[config.mk]
export PLATFORM = sky130hd
export DESIGN_NAME = mmult_result_tx
export DESIGN_NICKNAME = d
export VERILOG_FILES = /design/src/rtl/mmult_pkg.sv /design/src/rtl/nibble_to_ascii.sv /design/src/rtl/mmult_result_tx.sv
export SDC_FILE = /design/constraint.sdc
export NUM_CORES = 1
export LEC_CHECK = 0
export BUFFER_PORTS_ARGS = -buffer_cell sky130_fd_sc_hd__buf_4
export CAP_MARGIN = 20
export CORE_MARGIN = 5
export CORE_UTILIZATION = 55
export DETAILED_ROUTE_END_ITERATION = 8
export PLACE_DENSITY = 0.9
export SLEW_MARGIN = 30
export SYNTH_ARGS = -nofsm -noshare
export SYNTH_HDL_FRONTEND = slang
export SYNTH_SLANG_ARGS = --single-unit
[constraint.sdc]
create_clock -name clk -period 5.33 [get_ports clk]
set_input_delay 1.066 -clock clk [delete_from_list [all_inputs] [get_ports clk]]
set_output_delay 1.066 -clock clk [all_outputs]
set_load 0.05 [all_outputs]
[src/rtl/mmult_pkg.sv]
// Shared definitions for the 3x3 matrix multiplier, its result serializer and the UART wrapper.
// Latency: n/a (definitions only).
// Backpressure: n/a.
package mmult_pkg;

    localparam int DATA_W     = 18;
    localparam int N          = 3;
    localparam int HEX_DIGITS = (DATA_W + 3) / 4;

    localparam int ELEM_IDX_W = $clog2(N * N);
    localparam int DIG_IDX_W  = $clog2(HEX_DIGITS);

    localparam logic [ELEM_IDX_W-1:0] LAST_ELEM = ELEM_IDX_W'(N * N - 1);
    localparam logic [DIG_IDX_W-1:0]  LAST_DIG  = DIG_IDX_W'(HEX_DIGITS - 1);

    localparam logic [7:0] ASCII_SP = 8'h20;
    localparam logic [7:0] ASCII_CR = 8'h0D;
    localparam logic [7:0] ASCII_LF = 8'h0A;

    typedef enum logic [2:0] {
        IDLE,
        DIGIT,
        SEP,
        CR,
        LF,
        FIN
    } tx_state_t;

endpackage

[src/rtl/nibble_to_ascii.sv]
// Converts one 4-bit value to its uppercase ASCII hex character.
// Latency: combinational.
// Backpressure: none.
// Ports: nibble (4-bit value in), ascii (8-bit character out).
module nibble_to_ascii (
    input  logic [3:0] nibble,
    output logic [7:0] ascii
);

    // '0'..'9' are 0x30..0x39; 'A'..'F' are 0x41..0x46, i.e. 0x37 + value.
    always_comb begin
        if (nibble <= 4'd9) begin
            ascii = 8'h30 | {4'h0, nibble};
        end else begin
            ascii = 8'h37 + {4'h0, nibble};
        end
    end

endmodule

[src/rtl/mmult_result_tx.sv]
// Streams a latched 3x3 result matrix as ASCII hex text ("XXXXX XXXXX XXXXX\r\n" per row, 57 bytes).
// Latency: accept at edge t, first byte valid after t, bytes transfer t+1..t+57, done sampled at t+58.
// Backpressure: tx_data/tx_valid hold while tx_ready is low; 1 byte/cycle when tx_ready stays high.
// Ports: clk, reset (sync, active-high), start/c_mat (request + matrix, element 0 in the
//        most significant slice), busy, tx_data/tx_valid/tx_ready (byte stream), done (1-cycle pulse).
module mmult_result_tx
    import mmult_pkg::*;
(
    input  logic                     clk,
    input  logic                     reset,
    input  logic                     start,
    input  logic [N*N*DATA_W-1:0]    c_mat,
    output logic                     busy,
    output logic [7:0]               tx_data,
    output logic                     tx_valid,
    input  logic                     tx_ready,
    output logic                     done
);

    tx_state_t               state;
    logic [N*N*DATA_W-1:0]   mat_q;
    logic [ELEM_IDX_W-1:0]   elem_idx;
    logic [DIG_IDX_W-1:0]    dig_idx;

    logic                    xfer;
    logic                    dig_last;
    logic                    col_last;
    logic                    row_last;

    logic [N*N*DATA_W-1:0]   src_mat;
    logic [ELEM_IDX_W-1:0]   nib_elem;
    logic [DIG_IDX_W-1:0]    nib_dig;
    logic [DATA_W-1:0]       elems [N*N];
    logic [HEX_DIGITS*4-1:0] elem_wide;
    logic [3:0]              digits [HEX_DIGITS];
    logic [3:0]              nib;
    logic [7:0]              dig_char;

    assign xfer     = tx_valid && tx_ready;
    assign dig_last = (dig_idx == LAST_DIG);
    assign row_last = (elem_idx == LAST_ELEM);
    assign col_last = ((int'(elem_idx) % N) == N - 1);

    // The next byte is prepared combinationally so it can be loaded on the same
    // edge that transfers the current one. On the accept edge the matrix register
    // is not yet loaded, so the first digit is taken straight from c_mat.
    always_comb begin
        src_mat  = (state == IDLE) ? c_mat : mat_q;
        nib_elem = elem_idx;
        nib_dig  = '0;
        case (state)
            IDLE:    nib_elem = '0;
            DIGIT:   nib_dig  = dig_last ? '0 : dig_idx + 1'b1;
            SEP:     nib_elem = elem_idx + 1'b1;
            LF:      nib_elem = row_last ? '0 : elem_idx + 1'b1;
            default: nib_elem = elem_idx;
        endcase
    end

    always_comb begin
        for (int k = 0; k < N * N; k++) begin
            elems[k] = src_mat[(N*N-1-k)*DATA_W +: DATA_W];
        end
    end

    // Zero-extend to a whole number of hex digits; most significant digit first.
    assign elem_wide = (HEX_DIGITS*4)'(elems[nib_elem]);

    always_comb begin
        for (int d = 0; d < HEX_DIGITS; d++) begin
            digits[d] = elem_wide[(HEX_DIGITS-1-d)*4 +: 4];
        end
    end

    assign nib = digits[nib_dig];

    nibble_to_ascii u_n2a (
        .nibble (nib),
        .ascii  (dig_char)
    );

    always_ff @(posedge clk) begin
        if (reset) begin
            state    <= IDLE;
            mat_q    <= '0;
            elem_idx <= '0;
            dig_idx  <= '0;
            busy     <= 1'b0;
            tx_valid <= 1'b0;
            tx_data  <= 8'h00;
            done     <= 1'b0;
        end else begin
            done <= 1'b0;
            case (state)
                IDLE: begin
                    if (start) begin
                        mat_q    <= c_mat;
                        elem_idx <= '0;
                        dig_idx  <= '0;
                        busy     <= 1'b1;
                        tx_valid <= 1'b1;
                        tx_data  <= dig_char;
                        state    <= DIGIT;
                    end
                end
                DIGIT: begin
                    if (xfer) begin
                        if (!dig_last) begin
                            dig_idx <= dig_idx + 1'b1;
                            tx_data <= dig_char;
                        end else begin
                            dig_idx <= '0;
                            if (col_last) begin
                                tx_data <= ASCII_CR;
                                state   <= CR;
                            end else begin
                                tx_data <= ASCII_SP;
                                state   <= SEP;
                            end
                        end
                    end
                end
                SEP: begin
                    if (xfer) begin
                        elem_idx <= elem_idx + 1'b1;
                        tx_data  <= dig_char;
                        state    <= DIGIT;
                    end
                end
                CR: begin
                    if (xfer) begin
                        tx_data <= ASCII_LF;
                        state   <= LF;
                    end
                end
                LF: begin
                    if (xfer) begin
                        if (row_last) begin
                            elem_idx <= '0;
                            tx_valid <= 1'b0;
                            busy     <= 1'b0;
                            done     <= 1'b1;
                            state    <= FIN;
                        end else begin
                            elem_idx <= elem_idx + 1'b1;
                            tx_data  <= dig_char;
                            state    <= DIGIT;
                        end
                    end
                end
                FIN: begin
                    // start is deliberately not looked at here; a new request
                    // is only accepted from IDLE.
                    state <= IDLE;
                end
                default: begin
                    state <= IDLE;
                end
            endcase
        end
    end

endmodule
### Yosys cells after proc, flatten, opt, wreduce, memory -nomap -nowiden

Index checks and enable logic that the tools add are counted.

* memories kept: 0
* output and inout port bits: 11
* bits in latches: 0
* ROM bits: 0
* memory bits (writable): 0
* word-level logic and storage cells: 88
* flip-flop bits (word level): 182
* input bits: 166

* bitwise logic cells: 4
* shift operators: 0
* add/subtract/negate cells: 3
* mux-type cells: 42
* $lt $le $gt $ge: 3
* reductions and logical operators: 13
* equal/unequal tests: 15
* $mul: 0
* divide/modulo/power cells: 1

Operators with widths (number)
* $mux W162: 1
* $bmux W18 S4: 1
* $mux W8: 7
* $pmux W8 S5: 1
* $mux W18: 2
* $mux W3: 11
* $eq A32 B3 Y1 const B: 1
* $mod A5 B3 Y32 const B: 1
* $mux W4: 6
* $pmux W4 S3: 2
* $ne A2 B2 Y1 const B: 8
* $pmux W3 S5: 1
* $bmux W4 S3: 1
* $reduce_and A4 Y1: 2
* $add A6 B4 Y7 const A: 1
* $mux W7: 1
* $reduce_and A7 Y1: 1
* $eq A3 B2 Y1 const B: 2
* $eq A3 B3 Y1 const B: 2
* $mux W6: 1
* $pmux W3 S2: 1
* $reduce_and A6 Y1: 1
* $ge A5 B5 Y1 const B: 1
* $mux W1: 5
* other kinds (18): 20

### Longest topological paths before layout

Gate-level depths: netlist (run 1).

* depth in word-level cells: 15
* depth in mapped cells: 21
* depth with buffers taken out: 17

### Cells and area by module

Synthesis (run 1) repeated with hierarchy kept, for this count alone.

* cell total of the unflattened synthesis: 1369
* area, all modules: 9733.1 um2

Modules (own cells, without submodules)
* mmult_result_tx: sequential area each 3643.5 um2, cells each 1354, times used 1, area each 9613.0 um2
* nibble_to_ascii: sequential area each 0.0 um2, cells each 15, times used 1, area each 120.1 um2

### Worst setup path after synthesis (run 1)

OpenSTA, ideal clock, no wires.

* kind: reg-to-reg
* start point: register elem_idx[1]
* end point: register tx_data[0]
* path slack: 1.402 ns
* stages on the path, launching flop included: 19
* arrival: 3.825 ns
* clock period less this slack: 3.928 ns
* cell sequence: dfxtp_1 -> buf_2 -> inv_1 -> ha_1 -> nor3b_1 -> o21ai_1 -> nand2_1 -> buf_2 -> a211oi_1 -> a2111oi_0 -> o22ai_1 -> o311ai_1 -> a31oi_1 -> inv_1 -> ha_1 -> or2_2 -> a21oi_2 -> xor2_1 -> a2111oi_2

* longest elaborated chain between the ends: 15
* elaborated cells between the ends (all ways): 26
* those cells by class: 2 x add/sub; 1 x div; 1 x order compare; 3 x eq/ne; 17 x mux; 1 x bitwise; 1 x reduce/logical

RTL lines
* from (decl): line mmult_result_tx.sv:22 `logic [ELEM_IDX_W-1:0] elem_idx;`
* from (signal assigned): line mmult_result_tx.sv:125 `elem_idx <= elem_idx + 1'b1;`
* from (signal assigned): line mmult_result_tx.sv:145 `elem_idx <= elem_idx + 1'b1;`
* parallel branches: the longest is 15 deep, another holds $mod A5 B3 Y32
* to (signal assigned): line mmult_result_tx.sv:102 `tx_data <= dig_char;`
* to (signal assigned): line mmult_result_tx.sv:110 `tx_data <= dig_char;`
* to (signal assigned): line mmult_result_tx.sv:146 `tx_data <= dig_char;`
* to (decl): line mmult_result_tx.sv:14 `output logic [7:0] tx_data,`

Parallel ways; which one is timed is not known. The select of a mux whose other input is x is not followed.
A chain may end at the register's enable or synchronous reset.

### Final worst setup path (run 1)

* start point: register elem_idx[0]
* end point: register tx_data[0]

The elaborated chain is that of the path after synthesis.

==> summary.md, run 1 <==
| Metric | Value |
|---|---|
| Final Skew | 13.1 ps |
| DRC | 0 |
| Final-report hold violation count | 0 |
| Vias | 9873 |
| IO Pins | 177 |
| Most common cell in the netlist | nand2_1 |
| Initial Util | 56.3% |
| Clock sinks | 181 |
| Pwr dens | 286 nW/um^2 |
| Vias in the first global route | 9384 |
| Post-layout min period | 4720 ps |
| Clk pwr share | 38.4% |
| H-tree depth | 4 |
| Fillcell total | 1335 |
| Req. time, crit path | 5670 ps |
| Routed wire length | 30800 um |
| Number of synthesized flops with an enable pin | 0 |
| DR pass1 iterations | 7 |
| Placer Congestion | 1.00 |
| Via/cell ratio | 6.08 |
| Post-synthesis sequential area ratio | 38.7% |
| Min-delay worst type | reg -> reg |
| Syn. warnings | 0 |
| Setup Fix Bufs, Post-CTS | 0 |
| Final setup TNS | 0 ps |
| Largest net degree at the start of global routing | 81 |
| Slew HR | 41.2% |
| Grt ovf | 0 |
| RSZ-0062 raised after global routing | no |
| Sequential power share | 46.1% |
| Antenna cells | 0 |
| Period utilisation layout | 88.5% |
| Area delta synth->final | 20.6% |
| Crit Path Category | reg -> reg |
| Routed wire per std cell | 19.0 um |
| Die H | 140 um |
| Iteration-0 DRC count of the detailed router | 1438 |
| CP Launch Type | flop |
| Final Hold Slack | 452 ps |
| Critical Path Fanout Max | 16 |
| Crit end category | flop |
| Sw power | 0.964 mW |
| Switching share of total power | 29.8% |
| Root buf cell | clkbuf_16 |
| Syn_nets | 1450 |
| Layout cells sized above 1 | 19.4% |
| Fin util | 67.9% |
| Post-route ant nets | 0 |
| WP data arrival | 5050 ps |
| Total core area | 16600 um^2 |
| Ys async rst share | 0% |
| Pleak | 4.53 nW |
| Clk_lat worst skew | 450 ps |
| Die area | 19700 um^2 |
| Register bit total from synthesis | 181 |
| Worst-path clk slew | 70 ps |
| Cells along the critical path | inv_1 -> ha_1 -> nor3b_1 -> o21ai_1 -> nand2_1 -> nand2_1 -> a21oi_1 -> nor4_1 -> o311ai_1 -> a31oi_1 -> inv_1 -> ha_1 -> or2_2 -> a21oi_2 -> xor2_1 -> a2111oi_2 |
| Final max-slew violation count | 0 |
| Max clock buf depth | 2 |
| Syn avg cell area | 7.35 um^2 |
| Multi-input gate area | 5260 um^2 |
| Std cell rows | 47 |
| First-pass GRT wire length | 48300 um |
| Top cells by area, synth | dfxtp_1 39%, nand2_1 16%, a21oi_1 10% |
| Cell with the largest stage delay on the worst path | dfxtp_2 |
| Int Power | 2.26 mW |
| Slew @ Worst Pin | 881 ps |
| GRT Resource Usage Total | 30.1% |
| CP peak stage delay | 510 ps |
| Synth area leader | dfxtp_1 |
| Storage cell area | 3620 um^2 |
| DP Worst Slack | 551 ps |
| CTS Buf Count | 17 |
| Cell count after synthesis | 1273 |
| Max Cap Viol | 0 |
| Chip width | 140 um |
| Port Buffers | 175 |
| Gate power share | 15.5% |
| Synth cell count leaders | 406 x nand2_1, 193 x a21oi_1, 181 x dfxtp_1 |
| Setup slack after layout | 614 ps |
| Peak VDD IR | 0.226 mV |
| Synth top area share | 38.7% |
| CTS tree | yes |
| Netlist cell types | 83 |
| Max Clock Freq | 212 MHz |
| Nets@finish | 1568 |
| Final Setup Violations | 0 |
| Initial antenna violation count | 0 |
| Cts hold-fix bufs | 0 |
| Outcome | complete, no violations |
| Dpl hpwl | 22200 um |
| Main flop type after synthesis | dfxtp_1 |
| Total chip power | 3.23 mW |
| Syn Std Cell Area | 9360 um^2 |
==> kinds of logic (layout without fill, tap and decap cells) <==
family | Yosys count | after routing | synth area share, %
simple gates | 589 | 589 | 27.4
compound gates | 330 | 330 | 21.2
flops | 181 | 181 | 38.7
buf+inv | 115 | 246 | 5.29
mux | 43 | 43 | 5.59
fa+ha+maj | 11 | 11 | 1.47
xor+xnor | 3 | 3 | 0.281
other cells | 1 | 1 | 0.0401
==> routing by layer <==
layer / GRT usage (%) / vias to the layer above / wire [um]
li1: - / 4658 / -
met1: 40.5 / 4523 / 12400
met2: 47.2 / 593 / 14000
met3: 7.36 / 99 / 3350
met4: 11.2 / 0 / 1010
met5: 0 / - / 0
==> final timing paths <==
path	from	to	slack [ps]	cells after the start
min	mat_q[81]	mat_q[81]	450	2
max	elem_idx[0]	tx_data[0]	610	16
min reg2reg	mat_q[81]	mat_q[81]	450	2
max reg2reg	elem_idx[0]	tx_data[0]	610	16
==> power by group through the flow <==
stage	clock [mW]	sequential (mW)	combinational [mW]
after floorplan	0	1.52	0.280
after global placement	0	1.51	0.483
after detailed placement	0	1.51	0.491
after CTS	1.24	1.49	0.495
after global routing	1.31	1.49	0.544
final	1.24	1.49	0.502
==> final cells by class <==
type	count	area share, %
timing repair buffer	201	13.4
tap	220	2.44
multi-input combinational	977	46.5
clock buffer	17	3.77
sequential	181	32.1
inverter	13	0.432
clock inverter	15	1.40
==> critical path, delay by kind of cell, from the launching register on <==
family	cells	cell delay, ps
flip-flops	1	510
XOR/XNOR	1	130
AND/OR/NAND/NOR	5	1380
buffers and inverters	2	280
AO/OA/AOI/OAI	6	1680
adder cells (fa/ha/maj)	2	610
==> through the flow <==
step	cell area, um^2	instances
6_report	11300	1624
5_1_grt	11300	1624
4_1_cts	11300	1624
3_5_place_dp	10700	1592
3_3_place_gp	10700	1592
2_1_floorplan	9360	1273
==> what timing repair did <==
action,CTS,global route
resized for setup,0,1
endpoints found under the hold margin,0,0
setup endpoints to repair,0,1
==> flip-flops by register name, indices dropped and copies added (netlist names) <==
name / flops
dig_idx: 3
done: 1
elem_idx: 4
mat_q: 162
state: 3
tx_data: 7
tx_valid: 1
==> cells in the final DEF, fill, tap and decap left out, types with 8 or more instances in the layout <==
cell type  synthesis  layout
mux2i_1           32      32
inv_1             12      12
ha_1              11      11
nand2_1          406     405
o211ai_1          13      13
a311oi_1           8       8
buf_4              3     201
nand4_1           12      12
a31oi_1           20      20
dfxtp_1          181     180
o21ai_0           26      26
clkbuf_16          0      17
nor2_1            51      51
a21oi_1          193     193
nor3_1            21      21
a211oi_1          12      12
nand3_1           38      38
No activity file was read; power rests on OpenSTA's default activity.
==> run 2: changes to the inputs <==
--- a/config.mk
+++ b/config.mk
@@ -8,9 +8,9 @@
 export BUFFER_PORTS_ARGS = -buffer_cell sky130_fd_sc_hd__buf_4
 export CAP_MARGIN = 20
 export CORE_MARGIN = 5
-export CORE_UTILIZATION = 55
+export CORE_UTILIZATION = 51
 export DETAILED_ROUTE_END_ITERATION = 8
-export PLACE_DENSITY = 0.9
+export PLACE_DENSITY = 0.88
 export SLEW_MARGIN = 30
 export SYNTH_ARGS = -nofsm -noshare
 export SYNTH_HDL_FRONTEND = slang
==> constraint.sdc (replaced) <==
create_clock -name clk -period 3.9 [get_ports clk]
set_input_delay 0.78 -clock clk [delete_from_list [all_inputs] [get_ports clk]]
set_output_delay 0.78 -clock clk [all_outputs]
set_load 0.05 [all_outputs]
==> run 2 against run 1 <==
Compared with the run above: the run now ends with setup timing left; critical path depth did not move; hold slack improved by 6.5 ps; via count is 3.5% higher; first-iteration DRC count decreased by 12%; worst setup slack lost 640 ps; non-clock buffer count grew 51; cell count rose by 3.8%; register-to-register slack lost 640 ps; clock skew hardly changed; combinational power is 52% higher; sequential share of layout area is 1.9 points lower; maximum frequency grew 20%; critical endpoint is now tx_data[3].
==> summary.md, run 2 (same netlist as run 1, synthesis figures left out) <==
| Metric | Value |
|---|---|
| Outcome | finished with violations |
| Failing checks | setup timing |
| Largest register by flop count | mat_q |
| Root buf cell | clkbuf_16 |
| Die H | 145 um (+3.6%) |
| Max Clock Freq | 255 MHz (+20%) |
| Initial Util | 51.9% (-4.3 points) |
| Final-report hold violation count | 0 (unchanged) |
| Die area | 21200 um^2 (+7.3%) |
| CP Launch Type | flop |
| Req. time, crit path | 4250 ps (-1420 ps) |
| Vias | 10216 (+3.5%) |
| Max clock buf depth | 2 (unchanged) |
| Nets@finish | 1620 (+3.3%) |
| Crit end category | flop |
| Routed wire length | 33000 um (+7.3%) |
| Antenna cells | 0 (unchanged) |
| Most frequent cells in the layout | 404 x nand2_1, 243 x buf_4, 192 x a21oi_1 |
| Total chip power | 4.65 mW (+44%) |
| Via/cell ratio | 6.06 (-0.27%) |
| Total core area | 18000 um^2 (+8.3%) |
| Slew @ Worst Pin | 922 ps (+41.5 ps) |
| DRC | 0 (unchanged) |
| Setup slack after layout | -25.4 ps (-639 ps) |
| Final Setup Violations | 1 (+1) |
| Iteration-0 DRC count of the detailed router | 1259 (-12%) |
| Max Cap Viol | 0 (unchanged) |
| Post-layout min period | 3930 ps (-791 ps) |
| Layout cells sized above 1 | 24.0% (+4.5 points) |
| First-pass GRT wire length | 50200 um (+4.0%) |
| DP Worst Slack | -2.20 ps (-553 ps) |
| Slew HR | 38.5% (-2.7 points) |
| WP data arrival | 4270 ps (-780 ps) |
| H-tree depth | 4 (unchanged) |
| Vias in the first global route | 9481 (+1.0%) |
| Period utilisation layout | 101% (+12 points) |
| Initial antenna violation count | 0 (unchanged) |
| Final setup TNS | -25.4 ps (-25.4 ps) |
| Pwr dens | 388 nW/um^2 (+36%) |
| Grt ovf | 0 (unchanged) |
| Port Buffers | 175 (unchanged) |
| Largest net degree at the start of global routing | 98 (+21%) |
| DR pass1 iterations | 9 (+2) |
| Area delta synth->final | 28.2% |
| Critical Path Fanout Max | 15 (-1) |
| Largest register FFs | 162 (unchanged) |
| Post-route ant nets | 0 (unchanged) |
| Peak VDD IR | 0.271 mV (+20%) |
| Final max-slew violation count | 0 (unchanged) |
| Routed wire per std cell | 19.6 um (+3.5%) |
| Fin util | 66.6% (-1.3 points) |
| Dpl hpwl | 23600 um (+6.4%) |
| Min-delay worst type | reg -> reg |
| Regs by FF count | mat_q: 162 flops, tx_data: 7 flops, elem_idx: 4 flops |
| Final Skew | 13.5 ps (+0.430 ps) |
| Placer Congestion | 0.970 (-3.3%) |
| Crit Path Category | reg -> reg |
| IO Pins | 177 (unchanged) |
| Worst-path clk slew | 80 ps (about the same) |
| GRT Resource Usage Total | 28.9% (-1.2 points) |
| Most common cell after layout, fill and taps aside | nand2_1 |
| Std cell rows | 49 (+4.3%) |
| Clock sinks | 181 (unchanged) |
| Final Hold Slack | 458 ps (+6.51 ps) |
| CTS tree | yes |
| Clk_lat worst skew | 440 ps (about the same) |
| Cts hold-fix bufs | 0 (unchanged) |
| Chip width | 145 um (+3.6%) |
| Pleak | 4.87 nW (+7.6%) |
| CTS Buf Count | 17 (unchanged) |
run 2: changes by cell type in the layout (fill, tap and decap cells not counted), sizes merged:
cell,change
inv,-1
bufinv,+2
buf,+51
clkinv,-1
and3,+1
run 2: timing repair:
| item | 4_1_cts | 5_1_grt |
|---|---|---|
| endpoints found under the setup margin | 2 | 6 |
| pin swaps | 0 | 10 |
| gates resized for setup | 4 | 30 |
| setup buffers | 0 | 7 |
| cloned | 0 | 1 |
run 2: metal layers:
| layer | global-route usage [%] | vias up | wire (um) |
|---|---|---|---|
| li1 | - | 4765 | - |
| met1 | 37.6 | 4749 | 13300 |
| met2 | 46.9 | 592 | 15300 |
| met3 | 7.26 | 110 | 3190 |
| met4 | 9.89 | 0 | 1240 |
| met5 | 0 | - | 0 |
run 2: cell type report:
type / count / area [um^2]
Multi-Input combinational cell: 978 / 5410
Clock buffer: 17 / 425
Sequential cell: 181 / 3630
Timing Repair Buffer: 252 / 2000
Clock inverter: 15 / 211
Inverter: 13 / 48.8
Fill cell: 1489 / 6020
Tap cell: 229 / 287
run 2: metrics by stage:
| stage | std cells | cell area, um^2 |
|---|---|---|
| after floorplan | 1273 | 9370 |
| after global routing | 1685 | 12000 |
| after CTS | 1677 | 11800 |
| after detailed placement | 1645 | 11200 |
| final | 1685 | 12000 |
| after global placement | 1645 | 11200 |
run 2: critical path: stages, from the launching register on:
cell	delay, ps
dfxtp_1	310
buf_4	190
or4b_4	540
and3_4	270
a31o_1	230
a21oi_2	90
o21ai_1	80
a311o_1	350
o2bb2ai_1	180
a311oi_2	330
ha_2	260
buf_4	100
buf_4	90
nor2_1	40
a32oi_2	230
o2111ai_2	220
a311oi_2	320
run 2: power by group:
part | internal, mW | switching (mW) | total [mW]
registers | 1.96 | 0.0757 | 2.03
logic | 0.329 | 0.432 | 0.761
clock network | 0.990 | 0.869 | 1.86
run 2: final timing paths:
path	cells past startpoint	startpoint	to	slack [ps]
worst max-delay path	16	elem_idx[0]	tx_data[3]	-30
worst min-delay path	2	mat_q[86]	mat_q[86]	460
worst max register to register	16	elem_idx[0]	tx_data[3]	-30
worst min register to register	2	mat_q[86]	mat_q[86]	460
==> run 3: changes to the inputs <==
--- a/config.mk
+++ b/config.mk
@@ -5,12 +5,15 @@
 export SDC_FILE = /design/constraint.sdc
 export NUM_CORES = 1
 export LEC_CHECK = 0
+export ABC_AREA = 1
+export ABC_CLOCK_PERIOD_IN_PS = 3900
 export BUFFER_PORTS_ARGS = -buffer_cell sky130_fd_sc_hd__buf_4
 export CAP_MARGIN = 20
 export CORE_MARGIN = 5
-export CORE_UTILIZATION = 51
+export CORE_UTILIZATION = 52
 export DETAILED_ROUTE_END_ITERATION = 8
-export PLACE_DENSITY = 0.88
+export GPL_TIMING_DRIVEN = 0
+export PLACE_DENSITY = 0.89
 export SLEW_MARGIN = 30
 export SYNTH_ARGS = -nofsm -noshare
 export SYNTH_HDL_FRONTEND = slang
==> run 3 against run 2 <==
Compared with the run above: die area rose by 9.2%; non-clock buffer count rose by 46; count of clock-buffer cells in the layout rose by 2; combinational power rose to 7.4 times the previous value; largest cell class unchanged; clock skew rose by 0.74 ps; register-to-register slack improved by 200 ps; via count rose by 22%; global-route usage rose by 6.2 points; synthesized area rose by 12%; the run now ends clean; flip-flop and latch count did not move; highest routed layer is now met5; clock power barely moved.
==> summary.md, run 3 <==
| Metric | Value |
|---|---|
| Outcome | complete, no violations |
| Most frequent cells in the layout | 379 x nand2_1, 192 x buf_4, 189 x o21ai_0 |
| Nets@finish | 1971 (+22%) |
| Max clock buf depth | 2 (unchanged) |
| Pwr dens | 780 nW/um^2 (+100%) |
| Most common cell after layout, fill and taps aside | nand2_1 |
| Layout cells sized above 1 | 19.6% (-4.3 points) |
| Port Buffers | 175 (unchanged) |
| CTS Buf Count | 17 (unchanged) |
| Cell count after synthesis | 1593 (+25%) |
| Syn_nets | 1770 (+22%) |
| Storage cell area | 3630 um^2 (unchanged) |
| Netlist cell types | 39 (-53%) |
| CP Launch Type | flop |
| Placed insts | 2038 (+24%) |
| Via/cell ratio | 5.99 (-1.2%) |
| Syn. warnings | 0 (unchanged) |
| Top Usage Layer GRT | met2 |
| Crit end category | flop |
| Fillcell total | 1813 (+22%) |
| First-pass GRT wire length | 64000 um (+27%) |
| Post-synthesis sequential area ratio | 34.5% (-4.2 points) |
| Post-layout min period | 3730 ps (-197 ps) |
| Iteration-0 DRC count of the detailed router | 1789 (+42%) |
| Final Setup Violations | 0 (-1) |
| Root buf cell | clkbuf_16 |
| Clock sinks | 181 (unchanged) |
| DR pass1 iterations | 6 (-3) |
| Vias in the first global route | 11577 (+22%) |
| Largest register by flop count | mat_q |
| Vias | 12448 (+22%) |
| Setup slack after layout | 172 ps (+197 ps) |
| Switching share of total power | 48.6% (+19 points) |
| Top cells by area, synth | dfxtp_1 35%, nand2_1 14%, o21ai_0 9.0% |
| Sw power | 4.89 mW (+250%) |
| Fin util | 64.3% (-2.3 points) |
| Die area | 23100 um^2 (+9.2%) |
| Total chip power | 10.1 mW (+120%) |
| Gate power share | 55.8% (+39 points) |
| Max Clock Freq | 268 MHz (+5.3%) |
| Post-route ant nets | 0 (unchanged) |
| Worst-path clk slew | 70 ps (about the same) |
| Critical Path Fanout Max | 10 (-5) |
| Routed wire length | 42900 um (+30%) |
| Most common cell in the netlist | nand2_1 |
| Pleak | 5.78 nW (+19%) |
| Syn Std Cell Area | 10500 um^2 (+12%) |
| IO Pins | 177 (unchanged) |
| Sequential power share | 25.9% (-18 points) |
| DRC | 0 (unchanged) |
| CP peak stage delay | 340 ps (-200 ps) |
| Routed wire per std cell | 20.6 um (+5.3%) |
| Slew HR | 42.7% (+4.1 points) |
| RSZ-0062 raised after global routing | no |
| Non-Filler Instances | 2078 (+23%) |
| Final Skew | 14.2 ps (+0.736 ps) |
| Ys async rst share | 0% (unchanged) |
| Buf/Inv on CP | 6 (+3) |
| Std cell rows | 52 (+6.1%) |
| DP Worst Slack | -86.1 ps (-83.9 ps) |
| Peak VDD IR | 0.353 mV (+30%) |
| Final max-slew violation count | 0 (unchanged) |
| Cell with the largest stage delay on the worst path | buf_2 |
| Crit Path Category | reg -> reg |
| Crit-path leading delay family | simple AND/OR/NAND/NOR gates |
| Clk_lat worst skew | 450 ps (about the same) |
| Initial Util | 52.4% (+0.42 points) |
| Chip width | 152 um (+4.5%) |
| Min-delay worst type | reg -> reg |
| Total core area | 20000 um^2 (+11%) |
| Synth area leader | dfxtp_1 |
| Register bit total from synthesis | 181 (unchanged) |
| Largest net degree at the start of global routing | 17 (-83%) |
| Multi-input gate area | 5620 um^2 (+3.9%) |
| Final-report hold violation count | 0 (unchanged) |
| Synth cell count leaders | 379 x nand2_1, 189 x o21ai_0, 181 x dfxtp_1 |
| Main flop type after synthesis | dfxtp_1 |
| Area delta synth->final | 22.9% |
| Number of synthesized flops with an enable pin | 0 (unchanged) |
| Initial antenna violation count | 1 (+1) |
| Syn avg cell area | 6.59 um^2 (-10%) |
| GRT Resource Usage Total | 35.1% (+6.2 points) |
| Synth top area share | 34.5% (-4.2 points) |
| GR Util met2 | 55.6% (+8.7 points) |
| Int Power | 5.17 mW (+58%) |
| GRT met1 Usage | 44.6% (+7.0 points) |
| Met3 usage | 8.85% (+1.6 points) |
| WP data arrival | 4060 ps (-210 ps) |
| Largest register FFs | 162 (unchanged) |
| Placer Congestion | 0.996 (+2.7%) |
| Max Cap Viol | 0 (unchanged) |
| Period utilisation layout | 95.6% (-5.1 points) |
| Req. time, crit path | 4230 ps (-20 ps) |
| Slew @ Worst Pin | 860 ps (-62.2 ps) |
| Clk pwr share | 18.3% (-22 points) |
| Die H | 152 um (+4.5%) |
| CTS tree | yes |
| Grt ovf | 0 (unchanged) |
| Dpl hpwl | 31100 um (+32%) |
| Regs by FF count | mat_q: 162 flops, tx_data: 7 flops, elem_idx: 4 flops |
| H-tree depth | 4 (unchanged) |
## run 3: cell count changes in the layout (fill, tap and decap cells not counted), sizes merged, moves of 60 or more
cell | before | now
clkbuf | 17 | 79
nor2 | 54 | 138
o21ai | 29 | 193
nand3 | 39 | 111
inv | 20 | 183
a211oi | 12 | 72
a21oi | 195 | 95
## run 3: cell families after synthesis
logic type,synth area share [%]
adders and majority gates,1.31
buffers and inverters,12.1
xor gates and xnor gates,0.250
other,0.0357
and+or+nand+nor,26.9
DFF,34.5
AOI/OAI and AO/OA,24.9
## run 3: worst paths after layout
kind          startpoint         end  slack, ps  cells after the start
min reg2reg   mat_q[100]  mat_q[100]        450                      2
max reg2reg  elem_idx[0]  tx_data[3]        170                     25
max          elem_idx[0]  tx_data[3]        170                     25
min           mat_q[100]  mat_q[100]        450                      2
## run 3: repair_timing
item,CTS,global route
hold buffers,0,0
setup endpoints to repair,5,6
gates resized for setup,2,27
hold endpoints to repair,0,0
pin swaps,1,2
buffers inserted,1,6
## run 3: power by group through the flow
stage | clock (mW) | combinational [mW] | sequential (mW)
after floorplan | 0 | 3.45 | 2.66
after global placement | 0 | 5.14 | 2.61
after detailed placement | 0 | 5.24 | 2.63
after CTS | 1.82 | 5.29 | 2.59
after global routing | 1.91 | 6.02 | 2.64
final | 1.84 | 5.61 | 2.60
## run 3: worst register-to-register path, delay by kind of cell, from the launching register on
family	cells	cell delay, ps
simple gates	15	1800
fa+ha+maj	2	360
flops	1	330
compound gates	2	290
buf+inv	6	850
## run 3: layout make-up
class,instances,share of cell area (%)
multi-input combinational,1113,43.6
sequential,181,28.1
timing repair buffer,182,10.6
inverter,183,5.39
buffer,116,4.88
clock buffer,19,3.44
tap,270,2.62
clock inverter,13,1.32
antenna,1,0.0194
## run 3: per-stage QoR
stage | setup TNS (ps) | cell area, um^2 | hold WS, ps
after floorplan | 0 | 10500 | 425
after global routing | 0 | 12900 | 475
after detailed placement | -248 | 12100 | 443
final | 0 | 12900 | 454
after CTS | 0 | 12800 | 454
after global placement | -97.0 | 12100 | 434
## run 3: per-layer routing
| metal | wire length, um | up-vias |
|---|---|---|
| li1 | - | 5671 |
| met1 | 15700 | 5602 |
| met2 | 18900 | 967 |
| met3 | 6000 | 206 |
| met4 | 2300 | 2 |
| met5 | 13 | - |
